$ cat config.mk
export PLATFORM = sky130hd
export DESIGN_NAME = sourceout_sched
export DESIGN_NICKNAME = d
export VERILOG_FILES = /design/src/rtl/sourceout_pkg.sv /design/src/rtl/sourceout_rr_arb.sv /design/src/rtl/sourceout_sched.sv
export SDC_FILE = /design/constraint.sdc
export NUM_CORES = 1
export LEC_CHECK = 0
export ABC_AREA = 1
export CAP_MARGIN = 10
export CORE_MARGIN = 4
export CORE_UTILIZATION = 35
export CTS_CLUSTER_DIAMETER = 60
export DETAILED_ROUTE_END_ITERATION = 8
export PLACE_DENSITY = 0.73
export RECOVER_POWER = 50
export SLEW_MARGIN = 5
export SYNTH_ARGS = -nofsm -noshare
export SYNTH_HDL_FRONTEND = slang
export SYNTH_SLANG_ARGS = --single-unit
$ cat constraint.sdc
create_clock -name clk -period 6.98 [get_ports clk]
set_clock_uncertainty 0.15 [all_clocks]
set_input_delay 1.047 -clock clk [delete_from_list [all_inputs] [get_ports clk]]
set_output_delay 1.047 -clock clk [all_outputs]
set_load 0.05 [all_outputs]
$ cat src/rtl/sourceout_pkg.sv
`default_nettype none
// ============================================================================
//  Module   : sourceout_pkg
//  Purpose  : Shared types and constants for the multi-channel source-out
//             scheduler (state encoding, length scaling, default threshold).
//  Ports    : none (package)
//  Revision : 1.0  initial release
// ============================================================================
package sourceout_pkg;

    // Lengths are programmed in 4-word units.
    localparam int LEN_SHIFT       = 2;
    // A channel arms once its registered used-words exceeds this level.
    localparam int DEF_START_LEVEL = 5000;

    typedef enum logic [2:0] {
        IDLE  = 3'd0,
        ARB   = 3'd1,
        LOAD  = 3'd2,
        BURST = 3'd3,
        GAP   = 3'd4
    } state_e;

    // Scale a programmed length to words; the top LEN_SHIFT bits fall off.
    function automatic logic [31:0] len_words(input logic [31:0] len);
        return len << LEN_SHIFT;
    endfunction

endpackage
`default_nettype wire

$ cat src/rtl/sourceout_rr_arb.sv
`default_nettype none
// ============================================================================
//  Module   : sourceout_rr_arb
//  Purpose  : Combinational round-robin pick. Returns the first eligible
//             channel found searching upward from i_rr_ptr with wrap.
//  Ports    : i_eligible  per-channel eligibility vector
//             i_rr_ptr    search start index (< NCH)
//             o_grant     selected channel index
//             o_found     high when any channel is eligible
//  Revision : 1.0  initial release
// ============================================================================
module sourceout_rr_arb #(
    parameter int NCH   = 4,
    parameter int PTR_W = $clog2(NCH)
) (
    input  logic [NCH-1:0]   i_eligible,
    input  logic [PTR_W-1:0] i_rr_ptr,
    output logic [PTR_W-1:0] o_grant,
    output logic             o_found
);

    logic [PTR_W:0]   w_sum;
    logic [PTR_W-1:0] w_idx;

    always_comb begin
        o_grant = '0;
        o_found = 1'b0;
        w_sum   = '0;
        w_idx   = '0;
        for (int k = 0; k < NCH; k++) begin
            // Modulo-NCH offset without a divider; NCH need not be a power of 2.
            w_sum = {1'b0, i_rr_ptr} + (PTR_W+1)'(k);
            if (w_sum >= (PTR_W+1)'(NCH)) begin
                w_sum = w_sum - (PTR_W+1)'(NCH);
            end
            w_idx = w_sum[PTR_W-1:0];
            if (!o_found && i_eligible[w_idx]) begin
                o_found = 1'b1;
                o_grant = w_idx;
            end
        end
    end

endmodule
`default_nettype wire

$ cat src/rtl/sourceout_sched.sv
`default_nettype none
// ============================================================================
//  Module   : sourceout_sched
//  Purpose  : Shares one downstream output path between NCH source FIFOs.
//             A channel arms once its FIFO fill passes START_LEVEL, then is
//             granted round-robin a burst of reads followed by an idle gap.
//  Ports    : clk, RST (async, active-high)
//             enable        scheduler run enable
//             data_length   NCH x 32 burst length, 4-word units
//             blank_length  NCH x 32 gap length, 4-word units
//             fifo_usedw    NCH x USEDW_W FIFO read-side used words
//             uflow_clr     pulse, clears sticky underflow flags
//             fifo_rden     one-hot FIFO read enable (registered)
//             ch_sel        granted channel while a read is issued
//             data_valid    read enable delayed by the FIFO read latency
//             valid_ch      ch_sel aligned with data_valid
//             uflow         sticky per-channel underflow flags
//             busy          scheduler not in IDLE
//  Options  : SOURCEOUT_UFLOW_EN - abort bursts on empty FIFO, flag sticky
//             underflow and disarm the channel. Undefined: uflow reads 0.
//  Revision : 1.0  initial release
// ============================================================================
module sourceout_sched
    import sourceout_pkg::*;
#(
    parameter int NCH         = 4,
    parameter int USEDW_W     = 15,
    parameter int START_LEVEL = DEF_START_LEVEL
) (
    input  logic                     clk,
    input  logic                     RST,
    input  logic                     enable,
    input  logic [NCH*32-1:0]        data_length,
    input  logic [NCH*32-1:0]        blank_length,
    input  logic [NCH*USEDW_W-1:0]   fifo_usedw,
    input  logic                     uflow_clr,
    output logic [NCH-1:0]           fifo_rden,
    output logic [$clog2(NCH)-1:0]   ch_sel,
    output logic                     data_valid,
    output logic [$clog2(NCH)-1:0]   valid_ch,
    output logic [NCH-1:0]           uflow,
    output logic                     busy
);

    localparam int                   PTR_W         = $clog2(NCH);
    localparam logic [USEDW_W-1:0]   c_START_LEVEL = USEDW_W'(START_LEVEL);

    state_e                 state_q, state_d;
    logic [PTR_W-1:0]       grant_q, grant_d;
    logic [PTR_W-1:0]       rr_ptr_q, rr_ptr_d;
    logic [31:0]            pos_q, pos_d;
    logic [31:0]            neg_q, neg_d;
    logic [31:0]            count_q, count_d;
    logic [NCH-1:0]         armed_q, armed_d;
    logic [NCH-1:0]         rden_q, rden_d;
    logic [NCH-1:0]         uflow_q, uflow_d;
    logic [PTR_W-1:0]       ch_sel_q, ch_sel_d;
    logic [PTR_W-1:0]       valid_ch_q;
    logic                   data_valid_q;
    logic [USEDW_W-1:0]     usedw_q [NCH];

    logic [31:0]            w_pos_len [NCH];
    logic [31:0]            w_neg_len [NCH];
    logic [NCH-1:0]         w_above;
    logic [NCH-1:0]         w_eligible;
    logic [NCH-1:0]         w_uflow_set;
    logic [NCH-1:0]         w_grant_onehot;
    logic [PTR_W-1:0]       w_arb_grant;
    logic                   w_arb_found;
    logic [PTR_W-1:0]       w_next_ptr;
    logic                   w_empty;

    generate
        for (genvar i = 0; i < NCH; i++) begin : g_chan
            assign w_pos_len[i]  = len_words(data_length[32*i +: 32]);
            assign w_neg_len[i]  = len_words(blank_length[32*i +: 32]);
            assign w_above[i]    = usedw_q[i] > c_START_LEVEL;
            assign w_eligible[i] = armed_q[i] && (w_pos_len[i] != 32'd0);
        end
    endgenerate

    sourceout_rr_arb #(
        .NCH   (NCH),
        .PTR_W (PTR_W)
    ) u_arb (
        .i_eligible (w_eligible),
        .i_rr_ptr   (rr_ptr_q),
        .o_grant    (w_arb_grant),
        .o_found    (w_arb_found)
    );

    assign w_grant_onehot = NCH'(1) << grant_q;
    assign w_next_ptr     = (grant_q == PTR_W'(NCH-1)) ? '0 : grant_q + 1'b1;

`ifdef SOURCEOUT_UFLOW_EN
    // Registered fill is one cycle stale, so up to two reads may hit an
    // already-empty FIFO before the abort takes effect.
    assign w_empty = (usedw_q[grant_q] == '0);
`else
    assign w_empty = 1'b0;
    logic w_unused_uflow_clr;
    assign w_unused_uflow_clr = uflow_clr;
`endif

    always_comb begin
        state_d     = state_q;
        grant_d     = grant_q;
        rr_ptr_d    = rr_ptr_q;
        pos_d       = pos_q;
        neg_d       = neg_q;
        count_d     = count_q;
        rden_d      = '0;
        ch_sel_d    = '0;
        w_uflow_set = '0;

        case (state_q)
            IDLE: begin
                if (enable) begin
                    state_d = ARB;
                end
            end
            ARB: begin
                if (!enable) begin
                    state_d = IDLE;
                end else if (w_arb_found) begin
                    grant_d = w_arb_grant;
                    state_d = LOAD;
                end
            end
            LOAD: begin
                // Lengths are frozen here; later input changes wait for the next grant.
                pos_d   = w_pos_len[grant_q];
                neg_d   = w_neg_len[grant_q];
                count_d = '0;
                if (w_pos_len[grant_q] == 32'd0) begin
                    // Length went to zero after arbitration; drop the grant.
                    state_d = ARB;
                end else begin
                    state_d  = BURST;
                    rden_d   = w_grant_onehot;
                    ch_sel_d = grant_q;
                end
            end
            BURST: begin
                if (w_empty) begin
                    w_uflow_set = w_grant_onehot;
                    rr_ptr_d    = w_next_ptr;
                    count_d     = '0;
                    state_d     = ARB;
                end else if (count_q == pos_q - 32'd1) begin
                    rr_ptr_d = w_next_ptr;
                    count_d  = '0;
                    state_d  = (neg_q != 32'd0) ? GAP : ARB;
                end else begin
                    count_d  = count_q + 32'd1;
                    rden_d   = w_grant_onehot;
                    ch_sel_d = grant_q;
                end
            end
            GAP: begin
                if (count_q == neg_q - 32'd1) begin
                    count_d = '0;
                    state_d = ARB;
                end else begin
                    count_d = count_q + 32'd1;
                end
            end
            default: begin
                state_d = IDLE;
            end
        endcase

        armed_d = (armed_q | w_above) & ~w_uflow_set;
`ifdef SOURCEOUT_UFLOW_EN
        // A new underflow beats a simultaneous clear.
        uflow_d = (uflow_q & ~{NCH{uflow_clr}}) | w_uflow_set;
`else
        uflow_d = '0;
`endif
    end

    always_ff @(posedge clk or posedge RST) begin
        if (RST) begin
            state_q      <= IDLE;
            grant_q      <= '0;
            rr_ptr_q     <= '0;
            pos_q        <= '0;
            neg_q        <= '0;
            count_q      <= '0;
            armed_q      <= '0;
            rden_q       <= '0;
            uflow_q      <= '0;
            ch_sel_q     <= '0;
            valid_ch_q   <= '0;
            data_valid_q <= 1'b0;
            for (int i = 0; i < NCH; i++) begin
                usedw_q[i] <= '0;
            end
        end else begin
            state_q      <= state_d;
            grant_q      <= grant_d;
            rr_ptr_q     <= rr_ptr_d;
            pos_q        <= pos_d;
            neg_q        <= neg_d;
            count_q      <= count_d;
            armed_q      <= armed_d;
            rden_q       <= rden_d;
            uflow_q      <= uflow_d;
            ch_sel_q     <= ch_sel_d;
            valid_ch_q   <= ch_sel_q;
            data_valid_q <= |rden_q;
            for (int i = 0; i < NCH; i++) begin
                usedw_q[i] <= fifo_usedw[USEDW_W*i +: USEDW_W];
            end
        end
    end

    assign fifo_rden  = rden_q;
    assign ch_sel     = ch_sel_q;
    assign data_valid = data_valid_q;
    assign valid_ch   = valid_ch_q;
    assign uflow      = uflow_q;
    assign busy       = (state_q != IDLE);

endmodule
`default_nettype wire

==> impl_results.md, run 1 <==
* PwrDens at around 260 mW/mm^2
* CTS tree: yes
* Number of hold buffers added after CTS at 0
* Yosys warns at 0
* Pleak at 6.96 nW
* Fraction of the mapped netlist area in adder cells at 0.739%
* XOR/XNOR Fraction of Synth Area at 6.58%
* Average wire per standard cell at 15.5 um
* Most frequent standard cell in the layout excluding fill and tap cells: nand2_1
* Leftover overflow at the end of global routing at 0
* CTS Buffer Depth at 2
* CTS resizes at 0
* Mean number of vias per cell at 4.95
* Max capacitance violation total at 2
* Sequential area share after synthesis at 36.3%
* Ratio of cells with drive above 1 in the final layout at roughly 5.2%
* Initial standard-cell utilization of the core at 35.4%
* Post-route cell area at 0.0158 mm^2
* Synthesized-area fraction occupied by ao, oa, aoi and oai cells at 14.2%
* Biggest fanout along the worst timing path at 77
* Global-route wire length before repair at 60.2 mm
* Critical Path Start Type: flip-flop
* Post-synth EDFFs at 0
* Std-Cell Core Area at 0.0334 mm^2
* Kind of critical path: reg2reg
* Worst skew pair latency at 0.44 ns
* Count of cell types in the netlist at 49
* Arrival time reported for the critical path endpoint at 4.86 ns
* Number of buffers created by CTS at 17
* Most common flop cell mapped by yosys: dfrtp_1
* Cell Area, Placed at between 0.015 and 0.02 mm^2
* Largest net degree at the start of global routing at 107
* Post-CTS setup buffer count at 0
* Growth of design area from synthesis to finish at 33.4%
* DRC violations left at 0
* Hold Violations, Final at 0
* Maximum level of the CTS H-tree at 4
* Worst IR Drop VDD at 0.000165 V
* Clk slew on worst S/H paths at around 0.09 ns
* Router iterations before antenna repair at 5
* Std cell rows at 67
* Final setup TNS at 0 ns
* Number of design-rule violations left by the first detailed-router iteration at 822
* Clock Tree Root: clkbuf_16
* Remaining antenna violation count at 0
* Routability congestion estimate from global placement at around 0.94
* Antenna violations before repair at 3
* Final nets at roughly 2300
* Reg-to-Reg Start: grant_q[0]
* Critical path origin: grant_q[0]
* Floorplan die width at 192 um
* Asr flop ratio synth at 100%
* CP required at a little over 7 ns
* Multiplexer share of the synthesized area at 0%
* Sinks on Clock Net at roughly 170
* Top-Level Pins at roughly 330
* Worst-case headroom to the max-slew limit at -99.1%
* Overall die area at 0.0369 mm^2
* Violated checks: capacitance limit, slew limit
* Final setup violation count at 0
* Setup repair after global routing missed its margin: false
* Post-synthesis cell count at around 1700
* Maximum clock frequency at 213 MHz
* Post-synthesis instance area at 0.0119 mm^2
* Vias in the first global route at 11901
* Run status: finished, violations left
* Worst Hold Launch: ch_sel[1]
* Dominant combinational cell family by area after synthesis: simple AND/OR/NAND/NOR gates
* Basic-gate share of the synthesized area counting and, or, nand and nor cells at 32.8%
* Final Util at 47.3%
* Placed wire-length estimate after detailed placement at 30.5 mm
* Die Ht at 192 um
* Combined global-route utilization of all metal layers at 20.3%
* Total wire length after detailed routing at 38.0 mm
* Critical path capture point type: flip-flop
* Number of buffers added on ports at around 310
* Vias after detailed routing at about 12000
* Final max-slew violation count at between 100 and 150
* Slew of the pin with the lowest slew margin at 2.99 ns
* Synthesized flop and latch total at 172
* Synthesized area per cell at 6.85 um^2
* Most frequent cells in the layout: 434 x nand2_1, 271 x nor2_1, 251 x clkdlybuf4s50_1
* Worst hold path class: reg2reg
* Minimum clock period after layout at approximately 4.7 ns
* Final cycle utilization of the critical path at 67.4%
==> cells by family after synthesis <==
kind of cell	Yosys count
compound gates	295
other cells	1
simple gates	912
flops	172
buf+inv	255
xor+xnor	89
fa+ha+maj	7
==> layer usage <==
layer  part of all wire, %  up-vias  GRT usage (%)
li1                      -     6076              -
met4                   3.0        0           6.75
met1                    41     5608           24.7
met5                     0        -              0
met3                   6.2       73           4.49
met2                    50      374           35.6
==> worst max-delay path: stages (launching register included) <==
cell,delay [ns]
dfrtp_4,0.76
clkbuf_1,2.15
o21ai_0,0.30
nand2_1,0.21
nand4_1,0.12
nor2_1,0.18
nand4_1,0.21
nand2_1,0.15
and2_1,0.26
nor2_1,0.07
==> registers in the layout, summed over array words and instances (netlist names) <==
signal and flops:
armed_q 4, state_q 3, count_q 32, ch_sel 2, valid_ch 2, neg_q 30
fifo_rden 4, grant_q 2, data_valid 1, usedw_q 60, pos_q 30, rr_ptr_q 2
==> synthesized netlist by cell type (12+ instances only) <==
cell type	n	area share [%]
nor2_1	272	8.6
dfrtp_1	172	36
a21oi_1	44	1.9
clkbuf_1	50	1.6
nand4_1	38	2.0
nand2_1	434	14
nor3_1	26	1.1
nor2_2	17	0.90
inv_1	166	5.3
o21ai_2	19	1.4
nand3_1	83	3.5
xor2_1	61	4.5
o22ai_1	30	1.6
o21ai_0	168	7.1
xnor2_1	28	2.1
a32o_1	12	1.0
==> report_power, final <==
group	switching, mW	internal (mW)	total, mW
Clock	0.521	0.512	1.03
Sequential	0.285	1.20	1.49
Combinational	0.957	0.640	1.60
Total	1.76	2.35	4.12
==> layout make-up <==
type	instances	area [um^2]
flip-flops and latches	172	4310
inverters	169	648
multi-input cells	1307	6460
diodes	3	7.51
well taps	448	561
clock buffers	17	425
clock inverters	15	226
repair buffers	320	3180
fillers	3318	17600
==> final timing paths <==
| path | to | slack, ns | depth (start not counted) |
|---|---|---|---|
| setup / recovery | ch_sel[0] | 2.28 | 9 |
| min in group asynchronous | valid_ch[1] | 1.17 | 2 |
| hold reg to reg | valid_ch[1] | 0.25 | 0 |
| hold / removal | valid_ch[1] | 0.25 | 0 |
| max in group asynchronous | usedw_q[37] | 4.17 | 3 |
| setup reg to reg | ch_sel[0] | 2.28 | 9 |
==> stage by stage <==
step	hold slack, ns	std cells	setup WS (ns)	power, mW
6_report	0.250	2451	2.28	4.12
5_1_grt	0.266	2451	1.76	4.43
4_1_cts	0.249	2448	3.60	4.14
3_5_place_dp	0.226	2416	3.50	3.09
3_3_place_gp	0.219	2416	3.61	3.06
2_1_floorplan	0.272	1734	1.12	2.59
No activity file was read; power rests on OpenSTA's default activity.
==> inputs of run 2 (changes only) <==
Clock period 6.98 ns to 4.65 ns, I/O delays scaled along.
==> run 2 against run 1 <==
Compared with the run above: the flow still finishes with violations (capacitance limit, slew limit); via count increased by 0.35%; global-route usage fell by 0.29 points; power increased by 47%; setup slack got worse by 1.1 ns; sequential share of layout area up 0.069 points; non-clock buffer count unchanged; critical path type is now in2async; critical endpoint is now grant_q[0]; largest power group unchanged.
==> impl_results.md, run 2 (synthesized netlist as in run 1, its figures left out) <==
* Run status: finished, violations left
* Violated checks: capacitance limit, slew limit
* Die Ht at 192 um (unchanged)
* Critical Path Start Type: input port
* Number of design-rule violations left by the first detailed-router iteration at 850 (+3.4%)
* Sinks on Clock Net at 172 (unchanged)
* Clock share of power at 23.8% (-1.3 points)
* Floorplan die width at 192 um (unchanged)
* Vias in the first global route at 11949 (+0.40%)
* Critical path origin: RST
* Maximum clock frequency at 291 MHz
* Biggest fanout along the worst timing path at 172 (+120%)
* CTS Buffer Depth at 2 (unchanged)
* Total wire length after detailed routing at 37.5 mm (-1.5%)
* Number of buffers created by CTS at 17 (unchanged)
* Critical path capture point type: asynchronous set/reset pin
* Power consumption at 6.07 mW (+47%)
* Most frequent standard cell in the layout excluding fill and tap cells: nand2_1
* Routability congestion estimate from global placement at 0.919 (-1.8%)
* Top-Level Pins at 334 (unchanged)
* Max FFs per register at 60 (unchanged)
* Std-Cell Core Area at 0.0334 mm^2 (unchanged)
* Growth of design area from synthesis to finish at 33.1%
* P_sw at 2.57 mW (+46%)
* Average wire per standard cell at 15.3 um (-1.4%)
* Antenna violations before repair at 0 (-3)
* Series of cell instances along the critical path: dlygate4sd3_1 > clkinvlp_4 > clkbuf_4
* Leftover overflow at the end of global routing at 0 (unchanged)
* PwrDens at 385 mW/mm^2 (+48%)
* Pleak at 6.94 nW (-0.33%)
* Max capacitance violation total at 1 (-1)
* Global-route wire length before repair at 59.8 mm (-0.73%)
* Number of buffers added on ports at 312 (unchanged)
* Largest net degree at the start of global routing at 173 (+62%)
* Final setup TNS at 0 ns (unchanged)
* Most frequent cells in the layout: 434 x nand2_1, 271 x nor2_1, 251 x clkdlybuf4s50_1
* Initial standard-cell utilization of the core at 35.4% (unchanged)
* Reg-to-Reg Start: grant_q[0]
* Worst reg2reg setup slack at 1.30 ns (-0.98 ns)
* Critical path endpoint: grant_q[0]
* Minimum clock period after layout at 3.44 ns
* Switching part of the total at 42.4% (-0.47 points)
* CTS resizes at 0 (unchanged)
* Depth of the most critical reg-to-reg path at 10 (+1)
* Clk slew on worst S/H paths at 0.08 ns (about the same)
* Setup repair after global routing missed its margin: false
* Hold path cells at 0 (unchanged)
* Worst IR Drop VDD at 0.000244 V (+48%)
* Internal power at 3.50 mW (+49%)
* Overall die area at 0.0369 mm^2 (unchanged)
* Reg2Reg Capture Point: fifo_rden[0]
* Worst-case headroom to the max-slew limit at -52.6% (+47 points)
* Combined global-route utilization of all metal layers at 20.0% (-0.29 points)
* CTS tree: yes
* Router iterations before antenna repair at 6 (+1)
* Largest registers ranked by flip-flop count: usedw_q (60), count_q (32)
* Number of hold buffers added after CTS at 0 (unchanged)
* CP required at 4.26 ns (-2.88 ns)
* Diodes inserted at 0 (-3)
* Largest register by flop count: usedw_q
* Ratio of cells with drive above 1 in the final layout at 5.25% (+0.050 points)
* Final max-slew violation count at 173 (+31%)
* Final cycle utilization of the critical path at 73.9%
* Placed wire-length estimate after detailed placement at 29.9 mm (-1.9%)
* Worst skew pair latency at 0.43 ns (about the same)
* Slew of the pin with the lowest slew margin at 2.29 ns (-0.698 ns)
* Clock Tree Root: clkbuf_16
* Maximum level of the CTS H-tree at 4 (unchanged)
* Arrival time reported for the critical path endpoint at 3.04 ns (-1.82 ns)
* DRC violations left at 0 (unchanged)
* Final setup violation count at 0 (unchanged)
* Mean number of vias per cell at 4.97 (+0.47%)
* Combinational share of power at 39.5% (+0.7 points)
* Portion of total power attributed to sequential cells at 36.7% (+0.6 points)
* Final nets at 2314 (unchanged)
* Hold Violations, Final at 0 (unchanged)
* Remaining antenna violation count at 0 (unchanged)
* Vias after detailed routing at 12173 (+0.35%)
* Kind of critical path: in2async
* Worst hold path class: reg2reg
* Std cell rows at 67 (unchanged)
* Post-CTS setup buffer count at 0 (unchanged)
* Crit-path max cell delay at 1.64 ns (-0.51 ns)
* Library cell contributing the largest single delay on the critical path: clkbuf_4
-- run 2: changes by cell type in the layout (fill, tap and decap cells not counted), moves of 2 or more --
cell | before | now
inv_12 | 5 | 1
clkinvlp_4 | 0 | 3
diode_2 | 3 | 0
inv_6 | 3 | 0
clkinv_4 | 0 | 2
clkinv_8 | 4 | 6
inv_16 | 2 | 0
inv_8 | 3 | 5
-- run 2: critical path, delay by kind of cell --
kind / cells / cell delay, ns
buf+inv: 3 / 2.28
-- run 2: area by class of cell --
class	instances	area, um^2
Clock inverter	15	191
Inverter	169	647
Tap cell	448	561
Sequential cell	172	4310
Clock buffer	17	425
Timing Repair Buffer	320	3180
Fill cell	3223	17700
Multi-Input combinational cell	1307	6460
-- run 2: layer usage --
| layer | GRT usage [%] | routed length, um |
|---|---|---|
| met1 | 24.6 | 15200 |
| met2 | 36.0 | 19300 |
| met3 | 4.18 | 2300 |
| met4 | 4.66 | 684 |
| met5 | 0 | 0 |
-- run 2: per-stage QoR --
step	hold slack [ns]	cell area [um^2]	setup slack [ns]	utilization [%]	instances
floorplan	0.272	11900	1.61	-	1734
CTS	0.237	15800	1.24	47.2	2448
detailed placement	0.209	15200	1.25	45.3	2416
global placement	0.215	15200	1.33	45.3	2416
finish	0.239	15800	1.21	47.2	2448
global route	0.261	15800	0.574	47.2	2448
-- run 2: how the worst min path moves through the flow --
stage / start / slack [ns] / end
6_report: ch_sel[0] / 0.24 / valid_ch[0]
5_1_grt: ch_sel[0] / 0.26 / valid_ch[0]
3_3_place_gp: ch_sel[0] / 0.21 / valid_ch[0]
4_1_cts: ch_sel[0] / 0.24 / valid_ch[0]
3_5_place_dp: ch_sel[0] / 0.21 / valid_ch[0]
2_1_floorplan: usedw_q[58] / 0.27 / armed_q[0]
-- run 2: power groups by stage --
stage          combinational, mW  clock, mW  sequential (mW)
6_report                    2.40       1.45             2.23
5_1_grt                     2.73       1.55             2.28
4_1_cts                     2.41       1.48             2.22
3_5_place_dp                2.39          0             2.25
3_3_place_gp                2.33          0             2.24
2_1_floorplan               1.77          0             2.12
==> inputs of run 3 (changes only) <==
Settings changed: PLACE_DENSITY 0.73 to 0.75.
Clock period 4.65 ns to 3.1 ns, I/O delays scaled along.
==> run 3 against run 2 <==
Compared with the run above: the run ends with capacitance limit left; highest routed layer unchanged; clock power is 59% higher; power is 52% higher; first-iteration DRC count is 4.5% lower; critical path depth is 12 higher; hold slack better by 0.0084 ns; die area stayed put; largest cell class unchanged; wire length hardly changed.
==> impl_results.md, run 3 (synthesized netlist as in run 1, its figures left out) <==
* Run status: finished, violations left
* Library cell contributing the largest single delay on the critical path: dfrtp_1
* Crit-path max cell delay at 0.40 ns (-1.24 ns)
* Number of design-rule violations left by the first detailed-router iteration at 812 (-4.5%)
* Maximum clock frequency at approximately 360 MHz
* Critical Path Start Type: flip-flop
* CTS tree: yes
* CP required at 3.27 ns (-0.99 ns)
* Leftover overflow at the end of global routing at 0 (unchanged)
* Floorplan die width at 192 um (unchanged)
* Cell family with the largest share of critical-path delay: simple AND/OR/NAND/NOR gates
* Post-route cell area at 0.0159 mm^2 (+0.63%)
* Final setup TNS at 0 ns (unchanged)
* Max capacitance violation total at 1 (unchanged)
* Ratio of cells with drive above 1 in the final layout at 5.44% (+0.19 points)
* Worst IR Drop VDD at 0.000453 V (+86%)
* Area of the multi-input gates at 0.00646 mm^2 (unchanged)
* Number of cells in the design after placement at 2420 (+0.17%)
* Max FFs per register at 60 (unchanged)
* Violated checks: capacitance limit
* Post-CTS setup buffer count at 0 (unchanged)
* CTS Buffer Depth at 2 (unchanged)
* Largest registers ranked by flip-flop count: usedw_q (60), count_q (32)
* Largest register by flop count: usedw_q
* Number of fillers in the final layout at 3227 (+0.12%)
* Total wire length after detailed routing at 37.5 mm (about the same)
* Minimum clock period after layout at 2.77 ns
* Hold Violations, Final at 0 (unchanged)
* Setup repair after global routing missed its margin: false
* Routability congestion estimate from global placement at 0.925 (+0.67%)
* Worst hold path class: reg2reg
* Biggest fanout along the worst timing path at 24 (-86%)
* Footprint of the flip-flops and latches at 0.00431 mm^2 (unchanged)
* Vias after detailed routing at 12208 (+0.29%)
* Die Ht at 192 um (unchanged)
* Kind of critical path: reg2reg
* Maximum level of the CTS H-tree at 4 (unchanged)
* Vias in the first global route at 11704 (-2.1%)
* PwrDens at 582 mW/mm^2 (+51%)
* DRC violations left at 0 (unchanged)
* Mean number of vias per cell at 4.98 (about the same)
* Router iterations before antenna repair at 6 (unchanged)
* Worst skew pair latency at 0.44 ns (about the same)
* Final Util at 47.5% (+0.30 points)
* Remaining antenna violation count at 0 (unchanged)
* Number of buffer and inverter stages on the critical path at 2 (-1)
* WHS at 0.247 ns (+0.00842 ns)
* Final cell count without fillers at 2453 (+0.20%)
* Antenna violations before repair at 0 (unchanged)
* Global-route wire length before repair at 58.8 mm (-1.7%)
* Cell Area, Placed at 0.0152 mm^2 (+0.53%)
* Initial standard-cell utilization of the core at 35.4% (unchanged)
* Sinks on Clock Net at 172 (unchanged)
* Final nets at 2318 (+0.17%)
* Combined global-route utilization of all metal layers at 19.8% (-0.25 points)
* Critical path capture point type: flip-flop
* Arrival time reported for the critical path endpoint at 2.94 ns (-0.10 ns)
* Placed wire-length estimate after detailed placement at 30.2 mm (+1.0%)
* Std-Cell Core Area at 0.0334 mm^2 (unchanged)
* Number of hold buffers added after CTS at 0 (unchanged)
* Final cycle utilization of the critical path at between 80% and 90%
* Top-Level Pins at 334 (unchanged)
* Largest net degree at the start of global routing at 107 (-38%)
* Slew of the pin with the lowest slew margin at 1.50 ns (-0.793 ns)
* Number of buffers added on ports at 312 (unchanged)
* Most frequent CP cell: nand2_1
* Average wire per standard cell at 15.3 um (-0.23%)
* Pleak at 7.00 nW (+0.82%)
* Final setup violation count at 0 (unchanged)
* Worst-case headroom to the max-slew limit at 0.279% (+53 points)
* Most frequent standard cell in the layout excluding fill and tap cells: nand2_1
* Clk slew on worst S/H paths at 0.09 ns (about the same)
* Final max-slew violation count at 0 (-100%)
* Std cell rows at 67 (unchanged)
* Number of buffers created by CTS at 17 (unchanged)
* Most frequent cells in the layout: 434 x nand2_1, 271 x nor2_1, 251 x clkdlybuf4s50_1
* Overall die area at 0.0369 mm^2 (unchanged)
* Growth of design area from synthesis to finish at 33.9%
* Clock Tree Root: clkbuf_16
* CTS resizes at 0 (unchanged)
* Series of cell instances along the critical path: inv_1 > ha_1 > nand3_1 > nor2_4 > nand2_2 > nor2_1 > nand2_1 > nand2_1 > nand4_1 > nor2_1 > nand2_1 > nand2_4 > nand2_8 > inv_8 > o21ai_0
==> run 3: cell types whose count changed in the layout (fill, tap and decap cells not counted), sizes merged <==
| cell | delta |
|---|---|
| buf | +3 |
| clkbuf | +1 |
| clkinv | -4 |
| clkinvlp | -2 |
| diode | +1 |
| inv | +6 |
==> run 3: area by class of cell <==
type	instances	area share, %
Sequential cell	172	27.1
Clock buffer	17	2.68
Timing Repair Buffer	324	20.5
Antenna cell	1	0.0158
Clock inverter	15	1.43
Inverter	169	4.06
Tap cell	448	3.53
Multi-Input combinational cell	1307	40.7
==> run 3: worst register-to-register path, delay by kind of cell, from the launching register on <==
family,cells,cell delay [ns]
buf+inv,2,0.30
compound gates,1,0.12
fa+ha+maj,1,0.28
simple gates,11,1.42
flops,1,0.40
==> run 3: worst paths after layout <==
path | start | end | slack, ns | depth (start not counted)
max in group asynchronous | RST | grant_q[0] | 0.84 | 3
max reg2reg | neg_q[2] | count_q[29] | 0.33 | 15
min in group asynchronous | RST | usedw_q[18] | 0.86 | 3
min reg2reg | ch_sel[1] | valid_ch[1] | 0.25 | 0
min | ch_sel[1] | valid_ch[1] | 0.25 | 0
max | neg_q[2] | count_q[29] | 0.33 | 15
==> run 3: power by group <==
| part | leakage, nW | internal, mW | switching, mW |
|---|---|---|---|
| Combinational | 4.55 | 1.44 | 2.15 |
| Sequential | 2.14 | 2.71 | 0.630 |
| Clock | 0.314 | 1.15 | 1.16 |
| Total | 7.00 | 5.30 | 3.94 |
==> run 3: metal layers <==
metal	vias up	share of wire, %	track usage (%)
met1	5703	41	23.9
li1	6085	-	-
met5	-	0	0
met3	52	6.2	3.96
met2	368	51	35.7
met4	0	2.0	5.40
==> run 3: stage by stage <==
| step | setup WS (ns) | power, mW |
|---|---|---|
| detailed placement | 0.305 | 6.96 |
| global route | 0.0634 | 9.93 |
| finish | 0.326 | 9.24 |
| CTS | 0.315 | 9.30 |
| global placement | 0.356 | 6.86 |
| floorplan | 0.288 | 5.84 |
